File: config.mk
export PLATFORM = sky130hd
export DESIGN_NAME = regfile_nport
export DESIGN_NICKNAME = d
export VERILOG_FILES = /design/src/rtl/regfile_nport.sv
export SDC_FILE = /design/constraint.sdc
export NUM_CORES = 2
export LEC_CHECK = 0
export ABC_AREA = 1
export CELL_PAD_IN_SITES_DETAIL_PLACEMENT = 2
export CELL_PAD_IN_SITES_GLOBAL_PLACEMENT = 2
export CORE_MARGIN = 1.5
export CORE_UTILIZATION = 37
export CTS_BUF_LIST = sky130_fd_sc_hd__clkbuf_8 sky130_fd_sc_hd__clkbuf_16
export CTS_CLUSTER_SIZE = 16
export DETAILED_ROUTE_END_ITERATION = 10
export PLACE_DENSITY_LB_ADDON = 0.2
export SYNTH_ARGS = -nofsm -noshare
export SYNTH_HDL_FRONTEND = slang
export SYNTH_SLANG_ARGS = --single-unit
File: constraint.sdc
create_clock -name clock -period 4.6 [get_ports clock]
set_input_delay 1.15 -clock clock [delete_from_list [all_inputs] [get_ports clock]]
set_output_delay 1.15 -clock clock [all_outputs]
set_load 0.05 [all_outputs]
File: src/rtl/regfile_nport.sv
// Parametrised register file: one synchronous write port and NUM_READ combinational
// read ports, each a balanced 2:1 mux tree, with optional write bypass and zero register.
module regfile_nport #(
  parameter int WIDTH    = 32,
  parameter int DEPTH    = 32,
  parameter int ADDR_W   = $clog2(DEPTH),
  parameter int NUM_READ = 2,
  parameter bit BYPASS   = 1'b1,
  parameter bit ZERO_REG = 1'b1
) (
  input  logic                       clock,
  input  logic                       reset,
  input  logic                       we,
  input  logic [ADDR_W-1:0]          waddr,
  input  logic [WIDTH-1:0]           wdata,
  input  logic [NUM_READ*ADDR_W-1:0] raddr,
  output logic [NUM_READ*WIDTH-1:0]  rdata
);

  logic [WIDTH-1:0] mem_q [DEPTH];
  logic [WIDTH-1:0] mem_d [DEPTH];
  logic             wr_en;

  // Discarded writes to the zero register never reach storage nor the bypass path.
  assign wr_en = we && !reset && !(ZERO_REG && (waddr == '0));

  always_comb begin
    for (int i = 0; i < DEPTH; i++) mem_d[i] = mem_q[i];
    if (wr_en) mem_d[waddr] = wdata;
  end

  always_ff @(posedge clock) begin
    if (reset) begin
      for (int i = 0; i < DEPTH; i++) mem_q[i] <= '0;
    end else begin
      for (int i = 0; i < DEPTH; i++) mem_q[i] <= mem_d[i];
    end
  end

  for (genvar p = 0; p < NUM_READ; p++) begin : g_port
    logic [ADDR_W-1:0] ra;
    logic [WIDTH-1:0]  rd;
    logic [WIDTH-1:0]  lvl [ADDR_W+1][DEPTH];

    assign ra = raddr[p*ADDR_W +: ADDR_W];

    // Level l halves the candidates using address bit l, LSB first.
    always_comb begin
      for (int l = 0; l <= ADDR_W; l++) begin
        for (int i = 0; i < DEPTH; i++) lvl[l][i] = '0;
      end
      for (int i = 0; i < DEPTH; i++) lvl[0][i] = mem_q[i];
      for (int l = 0; l < ADDR_W; l++) begin
        for (int i = 0; i < (DEPTH >> (l + 1)); i++) begin
          lvl[l+1][i] = ra[l] ? lvl[l][2*i+1] : lvl[l][2*i];
        end
      end
      rd = lvl[ADDR_W][0];
      if (BYPASS && wr_en && (waddr == ra)) rd = wdata;
      if (ZERO_REG && (ra == '0)) rd = '0;
    end

    assign rdata[p*WIDTH +: WIDTH] = rd;
  end

endmodule

---- Word-level counts from Yosys, hierarchy flattened ----
Memory sizes are Yosys's and may differ from the RTL's.
Index checks and enable logic that the tools add are counted.
cells by class
  magnitude comparators ................... 2
  equality and inequality tests ........... 2
  muxes and demuxes ....................... 105
  bitwise logic cells ..................... 33
  reduce and logical (&&, ||, !) cells .... 10
operators with widths
  cell                                                                          count
  32-bit 2-to-1 mux                                                             99
  1024-bit bitwise mux                                                          1
  1024-bit 2-to-1 mux                                                           1
  32-bit demux with 5-bit select                                                1
  1-bit bitwise OR                                                              32
  5-bit zero test                                                               3
  5-bit == test                                                                 2
  6-bit greater-or-equal comparator, second input constant                      1
  6-bit by 1-bit less-than comparator with 1-bit output, second input constant  1
  5-bit inverter with 6-bit output                                              1
  1-bit logical AND                                                             5
  1-bit 2-to-1 mux                                                              3
  1-bit zero test                                                               2
word-level totals
  register bits ........................... 0
  RAM bits ................................ 1024
  input port bits ......................... 50
  output and inout bits ................... 64
  word-level logic and storage cells ...... 153
  memories kept ........................... 1
memory list
  name   depth  bits a word  rd ports  clocked after Yosys merged registers in  write ports  RTL line  source
  mem_q  32     32           32        0                                        32           20        logic [WIDTH-1:0] mem_q [DEPTH];

---- Longest topological paths before layout ----
  word-level depth ........................ 8
  depth in mapped cells ................... 11
  depth with buffers taken out ............ 8

---- Least setup slack after synthesis ----
Ideal clock, no wire load.
  kind .................................... in2out
  start ................................... input port waddr[0]
  end ..................................... output port rdata[10]
  data arrival time ....................... 3093 ps
  data required time ...................... 3450 ps
  path slack .............................. 357 ps
  stages on the path ...................... 10
  buffers on the path ..................... 3
  cells stage by stage .................... buf_2 nor2_2 nand2_1 nand2_1 inv_2 buf_2 nand3_2 buf_2 o21bai_1 a21oi_1
on the way
  word-level cells in the longest chain between the ends .. 6
  elaborated cells between the ends (all ways) .. 7
  those cells by class .................... eq/ne (1); mux (2); reduce/logical (4)
RTL lines
  item                   RTL line  source
  start: declaration     14        input logic [ADDR_W-1:0] waddr,
  5-bit zero test        25        assign wr_en = we && !reset && !(ZERO_REG && (waddr == '0));
  1-bit zero test        25
  1-bit logical AND      25
  1-bit logical AND (*)  59        if (BYPASS && wr_en && (waddr == ra)) rd = wdata;
  32-bit 2-to-1 mux (*)  59
  32-bit 2-to-1 mux (*)  60        if (ZERO_REG && (ra == '0)) rd = '0;
  end: declaration       17        output logic [NUM_READ*WIDTH-1:0] rdata
Every way passes the cells marked *; elsewhere a longest branch is shown, timed or not.

---- Worst setup path after layout ----
  start ................................... input port we
  end ..................................... output port rdata[52]
on the way
  word-level cells in the longest chain between the ends .. 5
RTL lines
  item                             RTL line  source
  start: declaration               13        input logic we,
  1-bit logical AND (2 in series)  25
  1-bit logical AND                59
  32-bit 2-to-1 mux                59
  32-bit 2-to-1 mux                60
Every way passes these cells.

==> results.json <==
{
  "end_kind": "primary output",
  "place_congestion": 0.8560,
  "finalWorstSetupSlack_ns": 0.04127,
  "rsz0062_at_grt": "no",
  "ys_types": 27,
  "slowest_stage": "clkdlybuf4s50_1",
  "area_delta_synth_final_pct": 16.20,
  "seq_area_frac_synth_pct": 36.05,
  "critPathMaxFanout": 32,
  "cts_buffers": 132,
  "gr-total-overflow": 0,
  "final_area_mm2": 0.06607,
  "p_leak_uw": 0.02898,
  "worst_pin_slew_ns": 1.404,
  "drv_slew": 0,
  "internal-power_uw": 16370,
  "dieWidth_um": 395.0,
  "clkPwrFrac_pct": 45.7,
  "design.die.area_mm2": 0.1560,
  "irDropWorstVdd_mv": 0.3620,
  "num_vias": 68420,
  "min_from": "mem_q[0][28]$_SDFFE_PP0P_",
  "netlist_instances": 9181,
  "seqPwrFrac_pct": 37.8,
  "final.period_utilization_pct": 99.10,
  "nets": 8906,
  "yosys_warnings": 0,
  "grt_max_degree": 255,
  "clock_latency_ns": 0.78,
  "synthTopCellsByArea": "dfxtp_1 (36%), nand3_1 (17%), nand2_1 (15%)",
  "antenna_left": 0,
  "cts_max_level": 4,
  "wl_um": 316200,
  "antenna_found_initial": 14,
  "holdPathStages": 2,
  "core_area_mm2": 0.1523,
  "num_rows": 143,
  "hold_path.class": "flip-flop to flip-flop",
  "critPathLaunchType": "input pin",
  "wl_per_cell_um": 28.77,
  "top_register": "mem_q",
  "holdBufCountCts": 0,
  "switching_share_pct": 30.92,
  "r2r_setup_slack_ns": 3.61,
  "critPathMaxStageDelay_ns": 0.64,
  "hold_viol_final": 0,
  "cts-root-buf": "clkbuf_16",
  "clock_path_buffers": 3,
  "yosys.area.top_type": "dfxtp_1",
  "cap_violations": 0,
  "cp.arrival_ns": 3.41,
  "synth_seq_cells": 1024,
  "path_cells": "clkdlybuf4s50_1, inv_1, nor2_1, buf_4, nand2_1, inv_2, buf_12, nand2_2, buf_12, a21oi_1, buf_4, buf_12",
  "cp_top_family": "buffers and inverters",
  "cts_sinks": 1024,
  "grt_pass1_wl_um": 473600,
  "die_y_um": 395.0,
  "place.port_buffers": 113,
  "p_per_area_mw_per_mm2": 358.6,
  "switchingPower_uw": 7327,
  "crit_path_frequent_cell": "buf_12",
  "syn-num-nets": 9231,
  "clock.fmax_ghz": 0.2194,
  "synth_top_area_share_pct": 36.05,
  "cp.buffers_inverters": 8,
  "largestRegisters": "mem_q x1024",
  "setup-violations-final": 0,
  "outcome": "completed",
  "slew_headroom_pct": 6.375,
  "tritoncts": "done",
  "io_pins": 114,
  "routed_via_density": 6.225,
  "fill_cells": 18080,
  "holdPathEnd": "mem_q[0][28]$_SDFFE_PP0P_",
  "syn_area_per_cell_um2": 6.193,
  "layout-drive-gt1-share_pct": 7.134,
  "initial_core_util_pct": 37.34,
  "reg2regPathDepth": 2,
  "drtIter0Drc": 5583,
  "finClkSkew_ns": 0,
  "syn-cell-area_mm2": 0.05686,
  "postCtsSetupBuffers": 0,
  "path_class": "input pin to primary output",
  "fin_crit_ns": 4.559,
  "fin_tns_setup_ns": 0,
  "cts.clk_slew.worst_paths_ns": 0.06,
  "drc": 0,
  "hpwl_um": 182100,
  "place_area_mm2": 0.06164,
  "largest_reg_flops": 1024,
  "r2r-start": "mem_q[0][446]$_SDFFE_PP0P_",
  "grt_pass1_vias": 74200,
  "critical_path_required_ns": 3.45,
  "drtPass1Iterations": 5,
  "reg2reg_to": "mem_q[0][446]$_SDFFE_PP0P_",
  "grt_use_total_pct": 39.36,
  "pre_cts_ws_ns": -0.05583,
  "p_comb_share_pct": 16.5
}
## synth_stat cells (all sizes together)
cell       n
buf      186
a21oi    864
clkinv    14
clkbuf   674
o21bai    32
o31ai    158
o211ai    64
xor2       2
o21ai    834
xnor2      4
nand3   1890
nor3      11
nand4      4
nor2     138
dfxtp   1024
nand2   2255
inv     1027
## tightest hold or removal path, cell delays in order, from the launching register on
cell and delay, ns:
dfxtp_1 0.29, inv_1 0.08, nor2_1 0.04
## worst max path at each step
stage | start | to | cells after the start | slack [ns]
after floorplan | waddr[0] | rdata[10] | 10 | 0.36
after global placement | waddr[2] | rdata[60] | 11 | 0.07
after detailed placement | waddr[4] | rdata[5] | 10 | -0.06
after CTS | waddr[3] | rdata[52] | 10 | 0.0002
after global routing | we | rdata[52] | 12 | 0.006
final | we | rdata[52] | 12 | 0.04
## power by group through the flow
stage	registers (µW)	logic, µW	clock network (µW)
detailed placement	9160	3750	0
global placement	9150	3630	0
floorplan	9150	2030	0
CTS	8960	3820	10900
finish	8960	3910	10800
global route	8970	4070	11200
## cells in the final DEF (no fill, tap or decap), drive strengths merged, types with 11 or more instances in the layout
cell type      count
a21oi            864
o211ai            64
nand2           2255
clkinv            36
o31ai            158
dfxtp           1024
nor3              11
nor2             138
clkbuf           169
o21bai            32
buf              363
o21ai            834
nand3           1890
inv             1061
clkdlybuf4s50     34
## what timing repair did
item | in CTS | in global routing
resized for setup | 9 | 3
endpoints found under the hold margin | 0 | 0
pin swaps | 0 | 1
setup endpoints to repair | 16 | 40
gates cloned | 0 | 0
## cells by family (layout without fill, tap and decap cells)
logic type                Yosys count  after routing  share of synthesized area, %
other                               0              3                             0
AOI/OAI and AO/OA                1952           1952                         18.30
buffers and inverters            1901           1677                         12.74
xor gates and xnor gates            6              6                       0.09242
and+or+nand+nor                  4298           4298                         32.81
DFF                              1024           1024                         36.05
## through the flow
stage          instances  utilization [%]  hold slack, ns  total power (µW)
6_report           10990            43.39          0.4603             23700
5_1_grt            10990            43.39          0.4752             24280
4_1_cts            10990            43.38          0.4622             23690
3_5_place_dp       10750            40.48          0.4526             12910
3_3_place_gp       10750            40.48          0.4372             12780
2_1_floorplan       9181                -          0.4285             11180
## routing by layer
metal	routed length [µm]	up-vias	track usage, %
li1	-	29360	-
met1	127200	34910	48.09
met2	145200	3051	64.66
met3	25540	1090	8.016
met4	18120	8	21.40
met5	58	-	0
## layout make-up
class,instances,area [µm²],area share [%]
Tap cell,2030,2540,3.844
Sequential cell,1024,20500,31.03
Timing Repair Buffer,401,5370,8.128
Clock inverter,66,544.3,0.8238
Multi-Input combinational cell,6256,29300,44.35
Antenna cell,3,7.507,0.01136
Inverter,1041,3960,5.994
Clock buffer,169,3846,5.821
(Power assumes the default switching activity.)
